File: src/rtl/codec_cfg_seq.sv
// codec_cfg_seq: boot-time sequencer that writes an external register table to the
// audio codec over I2C. Define CODEC_CFG_RETRY_EN to retry a NACKed entry up to 3 times.
module codec_cfg_seq #(
    parameter int         CLK_DIV  = 125,
    parameter logic [6:0] DEV_ADDR = 7'h1A,
    parameter int         NUM_REGS = 8
) (
    input  logic        clk,
    input  logic        rst_n,
    input  logic        start,
    output logic        busy,
    output logic        done,
    output logic        ack_err,
    output logic [7:0]  err_idx,
    output logic [7:0]  cfg_idx,
    input  logic [23:0] cfg_data,
    output logic        scl_o,
    output logic        sda_oe,
    input  logic        sda_i
);

    localparam int             TW       = $clog2(CLK_DIV);
    localparam logic [TW-1:0]  TICK_MAX = TW'(CLK_DIV - 1);
    localparam logic [TW-1:0]  TICK_ONE = TW'(1);
    localparam logic [7:0]     LAST_IDX = 8'(NUM_REGS - 1);

    typedef enum logic [2:0] {
        S_IDLE   = 3'd0,
        S_START  = 3'd1,
        S_BYTE   = 3'd2,
        S_ACK    = 3'd3,
        S_STOP   = 3'd4,
        S_GAP    = 3'd5,
        S_FINISH = 3'd6
    } state_t;

    state_t          state_r;
    logic [TW-1:0]   tick_cnt_r;
    logic [1:0]      q_r;
    logic [2:0]      bit_cnt_r;
    logic [1:0]      byte_cnt_r;
    logic [23:0]     shadow_r;
    logic            nack_r;
    logic            abort_r;
    logic            retry_r;
    logic            sda_meta_r;
    logic            sda_sync_r;
`ifdef CODEC_CFG_RETRY_EN
    logic [1:0]      retry_cnt_r;
`endif

    logic            tick_s;
    logic            bit_end_s;
    logic            entry_s;
    logic [7:0]      byte_s;
    logic            cur_bit_s;
    logic            scl_s;
    logic            sda_oe_s;

    function automatic logic [7:0] frame_byte(input logic [1:0] sel, input logic [23:0] shadow);
        case (sel)
            2'd0:    frame_byte = {DEV_ADDR, 1'b0};
            2'd1:    frame_byte = shadow[23:16];
            2'd2:    frame_byte = shadow[15:8];
            default: frame_byte = shadow[7:0];
        endcase
    endfunction

    // Quarter-tick decode, current frame bit and bus levels for the present quarter.
    always_comb begin
        tick_s    = (tick_cnt_r == TICK_MAX);
        bit_end_s = tick_s && (q_r == 2'd3);
        entry_s   = (tick_cnt_r == {TW{1'b0}}) && (q_r == 2'd0);
        byte_s    = frame_byte(byte_cnt_r, shadow_r);
        cur_bit_s = byte_s[3'd7 - bit_cnt_r];
        scl_s     = 1'b1;
        sda_oe_s  = 1'b0;
        case (state_r)
            // SDA falls at the Q1/Q2 boundary with SCL held high
            S_START: begin scl_s = 1'b1;             sda_oe_s = q_r[1];     end
            S_BYTE:  begin scl_s = q_r[1];           sda_oe_s = ~cur_bit_s; end
            S_ACK:   begin scl_s = q_r[1];           sda_oe_s = 1'b0;       end
            // SCL rises in Q1, SDA released at the Q1/Q2 boundary
            S_STOP:  begin scl_s = (q_r != 2'd0);    sda_oe_s = ~q_r[1];    end
            default: begin scl_s = 1'b1;             sda_oe_s = 1'b0;       end
        endcase
    end

    // Two-flop synchronizer for the SDA pin.
    always_ff @(posedge clk or negedge rst_n) begin
        if (!rst_n) begin
            sda_meta_r <= 1'b1;
            sda_sync_r <= 1'b1;
        end else begin
            sda_meta_r <= sda_i;
            sda_sync_r <= sda_meta_r;
        end
    end

    // Sequencer FSM with quarter-tick timing and registered bus/status outputs.
    always_ff @(posedge clk or negedge rst_n) begin
        if (!rst_n) begin
            state_r     <= S_IDLE;
            tick_cnt_r  <= {TW{1'b0}};
            q_r         <= 2'd0;
            bit_cnt_r   <= 3'd0;
            byte_cnt_r  <= 2'd0;
            shadow_r    <= 24'd0;
            nack_r      <= 1'b0;
            abort_r     <= 1'b0;
            retry_r     <= 1'b0;
`ifdef CODEC_CFG_RETRY_EN
            retry_cnt_r <= 2'd0;
`endif
            busy        <= 1'b0;
            done        <= 1'b0;
            ack_err     <= 1'b0;
            err_idx     <= 8'd0;
            cfg_idx     <= 8'd0;
            scl_o       <= 1'b1;
            sda_oe      <= 1'b0;
        end else begin
            done   <= 1'b0;
            scl_o  <= scl_s;
            sda_oe <= sda_oe_s;

            // Every transition lands on a bit-time boundary, so this also reloads at state entry.
            if ((state_r == S_IDLE) || (state_r == S_FINISH)) begin
                tick_cnt_r <= {TW{1'b0}};
                q_r        <= 2'd0;
            end else if (tick_s) begin
                tick_cnt_r <= {TW{1'b0}};
                q_r        <= q_r + 2'd1;
            end else begin
                tick_cnt_r <= tick_cnt_r + TICK_ONE;
            end

            case (state_r)
                S_IDLE: begin
                    if (start) begin
                        busy     <= 1'b1;
                        cfg_idx  <= 8'd0;
                        ack_err  <= 1'b0;
                        abort_r  <= 1'b0;
                        retry_r  <= 1'b0;
`ifdef CODEC_CFG_RETRY_EN
                        retry_cnt_r <= 2'd0;
`endif
                        state_r  <= S_START;
                    end
                end
                S_START: begin
                    if (entry_s) begin
                        shadow_r   <= cfg_data;
                        byte_cnt_r <= 2'd0;
                        bit_cnt_r  <= 3'd0;
                    end
                    if (bit_end_s) begin
                        state_r <= S_BYTE;
                    end
                end
                S_BYTE: begin
                    if (bit_end_s) begin
                        if (bit_cnt_r == 3'd7) begin
                            bit_cnt_r <= 3'd0;
                            state_r   <= S_ACK;
                        end else begin
                            bit_cnt_r <= bit_cnt_r + 3'd1;
                        end
                    end
                end
                S_ACK: begin
                    if (tick_s && (q_r == 2'd2)) begin
                        nack_r <= sda_sync_r;
                    end
                    if (bit_end_s) begin
                        if (nack_r) begin
`ifdef CODEC_CFG_RETRY_EN
                            if (retry_cnt_r == 2'd3) begin
                                ack_err <= 1'b1;
                                err_idx <= cfg_idx;
                                abort_r <= 1'b1;
                            end else begin
                                retry_cnt_r <= retry_cnt_r + 2'd1;
                                retry_r     <= 1'b1;
                            end
`else
                            ack_err <= 1'b1;
                            err_idx <= cfg_idx;
                            abort_r <= 1'b1;
`endif
                            state_r <= S_STOP;
                        end else if (byte_cnt_r == 2'd3) begin
                            state_r <= S_STOP;
                        end else begin
                            byte_cnt_r <= byte_cnt_r + 2'd1;
                            state_r    <= S_BYTE;
                        end
                    end
                end
                S_STOP: begin
                    if (bit_end_s) begin
                        state_r <= S_GAP;
                    end
                end
                S_GAP: begin
                    if (bit_end_s) begin
                        if (abort_r || (!retry_r && (cfg_idx == LAST_IDX))) begin
                            state_r <= S_FINISH;
                        end else if (retry_r) begin
                            retry_r <= 1'b0;
                            state_r <= S_START;
                        end else begin
                            cfg_idx <= cfg_idx + 8'd1;
`ifdef CODEC_CFG_RETRY_EN
                            retry_cnt_r <= 2'd0;
`endif
                            state_r <= S_START;
                        end
                    end
                end
                S_FINISH: begin
                    done    <= 1'b1;
                    busy    <= 1'b0;
                    abort_r <= 1'b0;
                    state_r <= S_IDLE;
                end
                default: begin
                    state_r <= S_IDLE;
                end
            endcase
        end
    end

endmodule
File: config.mk
export PLATFORM = sky130hd
export DESIGN_NAME = codec_cfg_seq
export DESIGN_NICKNAME = d
export VERILOG_FILES = /design/src/rtl/codec_cfg_seq.sv
export SDC_FILE = /design/constraint.sdc
export NUM_CORES = 1
export LEC_CHECK = 0
export CORE_ASPECT_RATIO = 0.7
export CORE_MARGIN = 2
export CORE_UTILIZATION = 56
export CTS_BUF_LIST = sky130_fd_sc_hd__clkbuf_8
export DETAILED_ROUTE_END_ITERATION = 7
export GPL_TIMING_DRIVEN = 0
export PLACE_DENSITY = 0.89
export SYNTH_ARGS = -nofsm -noshare
export SYNTH_HDL_FRONTEND = slang
export SYNTH_SLANG_ARGS = --single-unit
File: constraint.sdc
create_clock -name clk -period 2.1 [get_ports clk]
set_clock_uncertainty 0.1 [all_clocks]
set_input_delay 0.315 -clock clk [delete_from_list [all_inputs] [get_ports clk]]
set_output_delay 0.315 -clock clk [all_outputs]
set_load 0.01 [all_outputs]
==> results of run 1 <==
-- cell families after synthesis --
family / count (synthesis) / synth area share (%)
buffers and inverters: 26 / 3.954
AO/OA/AOI/OAI: 36 / 7.280
AND/OR/NAND/NOR: 99 / 16.70
multiplexers: 39 / 15.37
XOR/XNOR: 13 / 3.363
flip-flops: 66 / 48.89
adder cells (fa/ha/maj): 12 / 4.434
-- path summary, 6_finish.rpt --
path | cells after the start | to | slack [ns]
setup / recovery | 7 | err_idx[6]$_DFFE_PN0P_ | 0.10
min in group asynchronous | 2 | done$_DFF_PN0_ | 0.50
max in group asynchronous | 2 | q_r[1]$_DFFE_PN0P_ | 0.83
setup reg to reg | 7 | err_idx[6]$_DFFE_PN0P_ | 0.10
hold reg to reg | 0 | sda_sync_r$_DFF_PN1_ | 0.26
hold / removal | 0 | sda_sync_r$_DFF_PN1_ | 0.26
-- power by group through the flow --
stage	registers (mW)	logic (mW)	clock network (mW)
2_1_floorplan	1.35	0.0484	0
3_3_place_gp	1.35	0.145	0
3_5_place_dp	1.36	0.151	0
4_1_cts	1.33	0.154	1.17
5_1_grt	1.34	0.167	1.25
6_report	1.33	0.151	1.17
-- synth_stat cells, drive strengths merged, types with 2 or more instances --
cell type,number
dfstp,3
nor2b,4
a221oi,2
nor4b,2
inv,13
nand2b,2
o21ai,7
nand4,4
a22oi,2
nor2,24
dfrtp,63
mux2,34
xnor2,2
a311oi,4
nand3b,3
buf,7
xor2,11
nor3,4
ha,12
mux2i,4
nand2,24
clkbuf,6
nand3,18
a31oi,2
a21oi,10
o31ai,2
and3,7
-- metrics by stage --
stage          setup slack, ns  std cells  setup TNS (ns)  util, %
2_1_floorplan           0.2079        291               0        -
3_3_place_gp            -1.466        414          -94.44    68.46
3_5_place_dp          0.005293        414               0    68.42
4_1_cts                0.03369        434               0    72.85
5_1_grt              -0.001378        440       -0.001378    75.06
6_report                0.1023        440               0    75.06
-- sequential cells by signal, summed over array words and instances, names as in the netlist --
name        count
sda_meta_r      1
nack_r          1
sda_oe          1
busy            1
sda_sync_r      1
cfg_idx         8
scl_o           1
shadow_r       24
err_idx         8
done            1
abort_r         1
tick_cnt_r      7
state_r         3
byte_cnt_r      2
bit_cnt_r       3
q_r             2
ack_err         1
-- routing by layer --
layer  global-route usage, %  vias up  routed length, um
met3                   8.519       13                409
met4                   6.103        0                141
li1                        -     1160                  -
met5                       0        -                  0
met1                   29.60     1227               3142
met2                   36.42       89               3500
-- placed cells by master (no fill, tap or decap), types with 3 or more instances in the layout --
master and instances:
sky130_fd_sc_hd__mux2_2 13, sky130_fd_sc_hd__nand3_1 15, sky130_fd_sc_hd__a21oi_1 9, sky130_fd_sc_hd__a311oi_1 3
sky130_fd_sc_hd__mux2i_1 4, sky130_fd_sc_hd__clkbuf_8 13, sky130_fd_sc_hd__clkbuf_1 4, sky130_fd_sc_hd__xor2_1 11
sky130_fd_sc_hd__o21ai_0 7, sky130_fd_sc_hd__nor3_1 3, sky130_fd_sc_hd__dfrtp_1 62, sky130_fd_sc_hd__nand4_1 3
sky130_fd_sc_hd__ha_1 10, sky130_fd_sc_hd__buf_4 12, sky130_fd_sc_hd__nand2_1 24, sky130_fd_sc_hd__inv_1 11
sky130_fd_sc_hd__and3_1 6, sky130_fd_sc_hd__clkdlybuf4s50_1 47, sky130_fd_sc_hd__nor2_1 24, sky130_fd_sc_hd__nor2b_1 4
sky130_fd_sc_hd__mux2_4 20, sky130_fd_sc_hd__dfstp_2 3
-- repair_timing --
| action | in CTS | in global routing |
|---|---|---|
| hold buffers | 1 | 0 |
| gates cloned | 0 | 1 |
| endpoints found under the setup margin | 1 | 38 |
| buffers inserted | 3 | 7 |
| endpoints found under the hold margin | 51 | 0 |
| resized for setup | 0 | 13 |
| pin swaps | 2 | 2 |
-- final cells by class --
cell class | count | area share, %
Buffer | 11 | 2.075
Clock buffer | 13 | 4.121
Clock inverter | 3 | 1.037
Inverter | 13 | 1.124
Multi-Input combinational cell | 199 | 37.78
Sequential cell | 66 | 38.16
Tap cell | 75 | 2.161
Timing Repair Buffer | 60 | 13.54
==> flow_summary.json, run 1 <==
{
  "critical_path.startpoint_type": "flip-flop",
  "timing_worst_slew_pin_value_ns": 0.8130,
  "worstHoldStart": "sda_meta_r$_DFF_PN1_",
  "setup_violations": 0,
  "area_of_combinational_cells_with_multiple_inputs_um2": 1640,
  "timing.max_cap.violations": 0,
  "via_per_inst": 5.657,
  "cts.sink_count": 66,
  "critPathBufInv": 2,
  "pin_count": 49,
  "floorplan.die_area_um2": 6694,
  "fill_cells": 377,
  "place.gp.congestion": 0.8136,
  "cp.required_ns": 2.24,
  "clkTransAtPathRegs_ns": 0.07,
  "syn-instance-count": 291,
  "power.leakage_nw": 1.931,
  "num_rows": 23,
  "critical-path-max-stage-delay_ns": 0.43,
  "initial_utilization_pct": 58.53,
  "post_dp_cell_area_um2": 3958,
  "power_per_cell_area_nw_per_um2": 610.9,
  "post_synthesis_cell_area_um2": 3386,
  "ant_nets": 0,
  "max-clock-path-buffers": 2,
  "route.detailed.drc": 0,
  "area.sequential_um2": 1657,
  "avgRoutedWirePerCell_um": 16.35,
  "maximum_number_of_pins_on_one_net_before_global_route_repair": 67,
  "first_global_vias": 2437,
  "slew_violations": 0,
  "globalRoute.totalOverflow": 0,
  "grt_first_pass_wirelength_mm": 12.05,
  "cts_inserted_buffers": 9,
  "placeableCoreArea_um2": 5784,
  "detailedRoute.firstIterationViolations": 125,
  "timing.max_slew.rel_slack_pct": 45.80,
  "synth_sequential_area_ratio_pct": 48.89,
  "cp-startpoint": "tick_cnt_r[0]$_DFF_PN0_",
  "critPathKind": "flip-flop to flip-flop",
  "critPathCaptureType": "flip-flop",
  "p_sw_share_pct": 21.61,
  "switching_power_mw": 0.5732,
  "vdd_ir_drop_max_mv": 0.4775,
  "worst-path-max-fanout": 10,
  "synth.yosys.warnings": 0,
  "timing.rr.start": "tick_cnt_r[0]$_DFF_PN0_",
  "synthFlopType": "sky130_fd_sc_hd__dfrtp_1",
  "drt_wl_total_mm": 7.193,
  "post-synth-top-area-cell": "sky130_fd_sc_hd__dfrtp_1",
  "clockRootBuffer": "sky130_fd_sc_hd__clkbuf_8",
  "ys_seq_elements": 66,
  "final_hpwl_from_detailed_placement_mm": 4.994,
  "vias": 2489,
  "grtUsageTotal_pct": 22.81,
  "min-delay-path-class": "flip-flop to flip-flop",
  "synth_enable_flop_cells": 0,
  "chipWidth_um": 96.94,
  "design_area_um2": 4342,
  "final_nets": 400,
  "worst_ep_arrival_time_ns": 2.14,
  "final-hold-violation-count": 0,
  "final.min_clock_period_ns": 1.998,
  "outcome": "finished clean",
  "syn-num-nets": 331,
  "seq_power_share_pct": 50.3,
  "synthDominantCellAreaShare_pct": 46.56,
  "n_antenna_cell": 0,
  "io_buffers": 48,
  "pwr-share-clk_pct": 44.0,
  "drt_pre_antenna_iters": 4,
  "post_synthesis_to_final_layout_area_growth_pct": 28.23,
  "worstSkewPairLatency_ns": 0.35,
  "htreeDepth": 3,
  "fmax_mhz": 500.6,
  "comb_power_share_pct": 5.7,
  "tritoncts": "built",
  "die_y_um": 69.06,
  "timing.final.crit_share_pct": 95.13,
  "grt_antenna_before_repair": 0,
  "worst_path_max_delay_cell": "sky130_fd_sc_hd__dfrtp_1",
  "power.total_mw": 2.652,
  "synth_top_cells_by_area": "sky130_fd_sc_hd__dfrtp_1, sky130_fd_sc_hd__mux2_4, sky130_fd_sc_hd__ha_1",
  "path_cells": "inv_1, ha_1, nand3_2, nor3_4, buf_4, nand4_4, mux2_2",
  "intPower_mw": 2.079,
  "asyncSetResetFlopFracSynth_pct": 100.0,
  "hold_ws_ns": 0.2598,
  "synth.avg_cell_area_um2": 11.63,
  "cpLargestDelayFamily": "simple AND/OR/NAND/NOR gates",
  "cell_variety_after_synth": 54,
  "final_layout_size_suffix_gt1_share_pct": 24.66
}
Note: power is estimated with default switching activity, not from simulation.
==> inputs of run 2 (changes only) <==
CORE_UTILIZATION = 40   (was 56)
PLACE_DENSITY = 0.69   (was 0.89)
==> run 2 against run 1 <==
Compared with the run above:
- first-iteration DRC count shrank 8.8%
- power shrank 7.9%
- register-to-register slack better by 0.02 ns
- global-route usage decreased by 6.6 points
- worst setup slack improved by 0.024 ns
- critical endpoint is now cfg_idx[5]$_DFFE_PN0P_
- largest power group unchanged
==> flow_summary.json, run 2 (synthesis gave the netlist of run 1 again) <==
{
  "outcome": "finished clean",
  "place.gp.congestion": 0.8499,
  "clkTransAtPathRegs_ns": 0.08,
  "critPathBufInv": 1,
  "maximum_number_of_pins_on_one_net_before_global_route_repair": 67,
  "first_global_vias": 2275,
  "pin_count": 49,
  "most-common-layout-cells": "sky130_fd_sc_hd__dfrtp_1, sky130_fd_sc_hd__clkdlybuf4s50_1, sky130_fd_sc_hd__nand2_1, sky130_fd_sc_hd__nor2_1, sky130_fd_sc_hd__mux2_4",
  "fmax_mhz": 506.6,
  "globalRoute.totalOverflow": 0,
  "final_hpwl_from_detailed_placement_mm": 4.905,
  "grt_antenna_before_repair": 0,
  "vias": 2445,
  "timing.final.crit_share_pct": 93.99,
  "min-delay-path-class": "flip-flop to flip-flop",
  "clockRootBuffer": "sky130_fd_sc_hd__clkbuf_8",
  "critical-path-max-stage-delay_ns": 0.42,
  "floorplan.die_area_um2": 9228,
  "worst-path-max-fanout": 5,
  "critical_path.startpoint_type": "flip-flop",
  "final_nets": 399,
  "htreeDepth": 3,
  "power_per_cell_area_nw_per_um2": 568.9,
  "cts_inserted_buffers": 9,
  "worst_path_max_delay_cell": "sky130_fd_sc_hd__dfrtp_1",
  "avgRoutedWirePerCell_um": 14.79,
  "post_synthesis_to_final_layout_area_growth_pct": 26.79,
  "tns_ns": 0,
  "detailedRoute.firstIterationViolations": 114,
  "chipWidth_um": 114.0,
  "final_layout_size_suffix_gt1_share_pct": 24.18,
  "io_buffers": 48,
  "timing.max_slew.rel_slack_pct": 45.83,
  "initial_utilization_pct": 40.61,
  "grtUsageTotal_pct": 16.22,
  "vdd_ir_drop_max_mv": 0.2625,
  "num_rows": 28,
  "tritoncts": "built",
  "ant_nets": 0,
  "rr_worst_depth": 7,
  "timing_worst_slew_pin_value_ns": 0.8126,
  "critPathCaptureType": "flip-flop",
  "cp.required_ns": 2.21,
  "most_common_cell_after_layout_fill_and_taps_aside": "sky130_fd_sc_hd__dfrtp_1",
  "max_flop_register": "shadow_r",
  "timing.max_cap.violations": 0,
  "final-hold-violation-count": 0,
  "final.min_clock_period_ns": 1.974,
  "n_antenna_cell": 0,
  "rr_endpoint": "cfg_idx[5]$_DFFE_PN0P_",
  "largest_registers_in_the_final_layout": "shadow_r x24, cfg_idx x8, err_idx x8",
  "timing.rr.start": "cfg_idx[0]$_DFFE_PN0P_",
  "drt_wl_total_mm": 6.938,
  "critical_path.endpoint": "cfg_idx[5]$_DFFE_PN0P_",
  "cpLargestDelayFamily": "flip-flops",
  "critPathKind": "flip-flop to flip-flop",
  "worstSkewPairLatency_ns": 0.35,
  "grt_first_pass_wirelength_mm": 11.37,
  "worst_ep_arrival_time_ns": 2.08,
  "slew_violations": 0,
  "drt_pre_antenna_iters": 4,
  "power.leakage_nw": 1.883,
  "hold_ws_ns": 0.2616,
  "cts.sink_count": 66,
  "setup_violations": 0,
  "final_core_util_pct": 51.49,
  "cp-startpoint": "cfg_idx[0]$_DFFE_PN0P_",
  "die_y_um": 80.98,
  "path_cells": "ha_1, and2_1, a311oi_4, buf_4, nand3_1, xor2_1, nor2_1",
  "regToRegSetupSlack_ns": 0.13,
  "via_per_inst": 5.213,
  "max-clock-path-buffers": 2,
  "largest_reg_flops": 24,
  "placeableCoreArea_um2": 8338,
  "design_area_um2": 4293,
  "cp_num_cells": 7,
  "route.detailed.drc": 0,
  "post_dp_cell_area_um2": 3995
}
## run 2: cell type report
cell class / count / area (um^2)
fillers: 790 / 4045
flip-flops and latches: 66 / 1657
multi-input cells: 199 / 1633
repair buffers: 59 / 566.8
clock buffers: 10 / 137.6
well taps: 105 / 131.4
plain buffers: 11 / 77.57
inverters: 13 / 48.80
clock inverters: 6 / 41.29
## run 2: worst register-to-register path, stage by stage (launching register included)
cell and delay [ns]:
sky130_fd_sc_hd__dfrtp_1 0.42, sky130_fd_sc_hd__ha_1 0.22, sky130_fd_sc_hd__and2_1 0.22, sky130_fd_sc_hd__a311oi_4 0.40, sky130_fd_sc_hd__buf_4 0.19, sky130_fd_sc_hd__nand3_1 0.08, sky130_fd_sc_hd__xor2_1 0.14, sky130_fd_sc_hd__nor2_1 0.05
## run 2: per-layer routing
metal | vias up | routed length [um] | track usage [%]
met2 | 74 | 3037 | 22.80
met5 | - | 0 | 0
li1 | 1162 | - | -
met4 | 0 | 96 | 5.854
met1 | 1201 | 3429 | 23.66
met3 | 8 | 374 | 4.776
## run 2: worst min-delay path by stage
| stage | from | endpoint | slack (ns) | cells past startpoint |
|---|---|---|---|---|
| after global placement | sda_meta_r$_DFF_PN1_ | sda_sync_r$_DFF_PN1_ | 0.25 | 0 |
| after floorplan | rst_n | abort_r$_DFFE_PN0P_ | -0.08 | 0 |
| final | sda_meta_r$_DFF_PN1_ | sda_sync_r$_DFF_PN1_ | 0.26 | 0 |
| after CTS | sda_meta_r$_DFF_PN1_ | sda_sync_r$_DFF_PN1_ | 0.26 | 0 |
| after global routing | sda_meta_r$_DFF_PN1_ | sda_sync_r$_DFF_PN1_ | 0.27 | 0 |
| after detailed placement | sda_meta_r$_DFF_PN1_ | sda_sync_r$_DFF_PN1_ | 0.25 | 0 |
## run 2: through the flow
stage	cells	setup slack, ns	power [mW]
detailed placement	444	-0.01964	1.508
finish	469	0.1261	2.442
CTS	463	0.02028	2.478
floorplan	291	0.2079	1.400
global placement	444	-1.564	1.503
global route	469	-0.01183	2.558
## run 2: repair_timing
item	in CTS	in global routing
pin swaps	1	6
gates resized for setup	0	9
endpoints found under the hold margin	40	0
setup buffers	2	8
hold buffers	1	0
gates cloned	0	0
setup endpoints to repair	1	37
## run 2: power by group
group | leakage (nW) | internal (mW) | total (mW) | switching [mW]
Clock | 0.0847 | 0.459 | 0.960 | 0.500
Sequential | 0.795 | 1.31 | 1.33 | 0.0271
Combinational | 1.00 | 0.0953 | 0.150 | 0.0548
Total | 1.88 | 1.86 | 2.44 | 0.582
==> inputs of run 3 (changes only) <==
CAP_MARGIN = 20   (was not set)
==> results of run 3 <==
No change in the layout: final DEF, timing and power equal those of run 2.
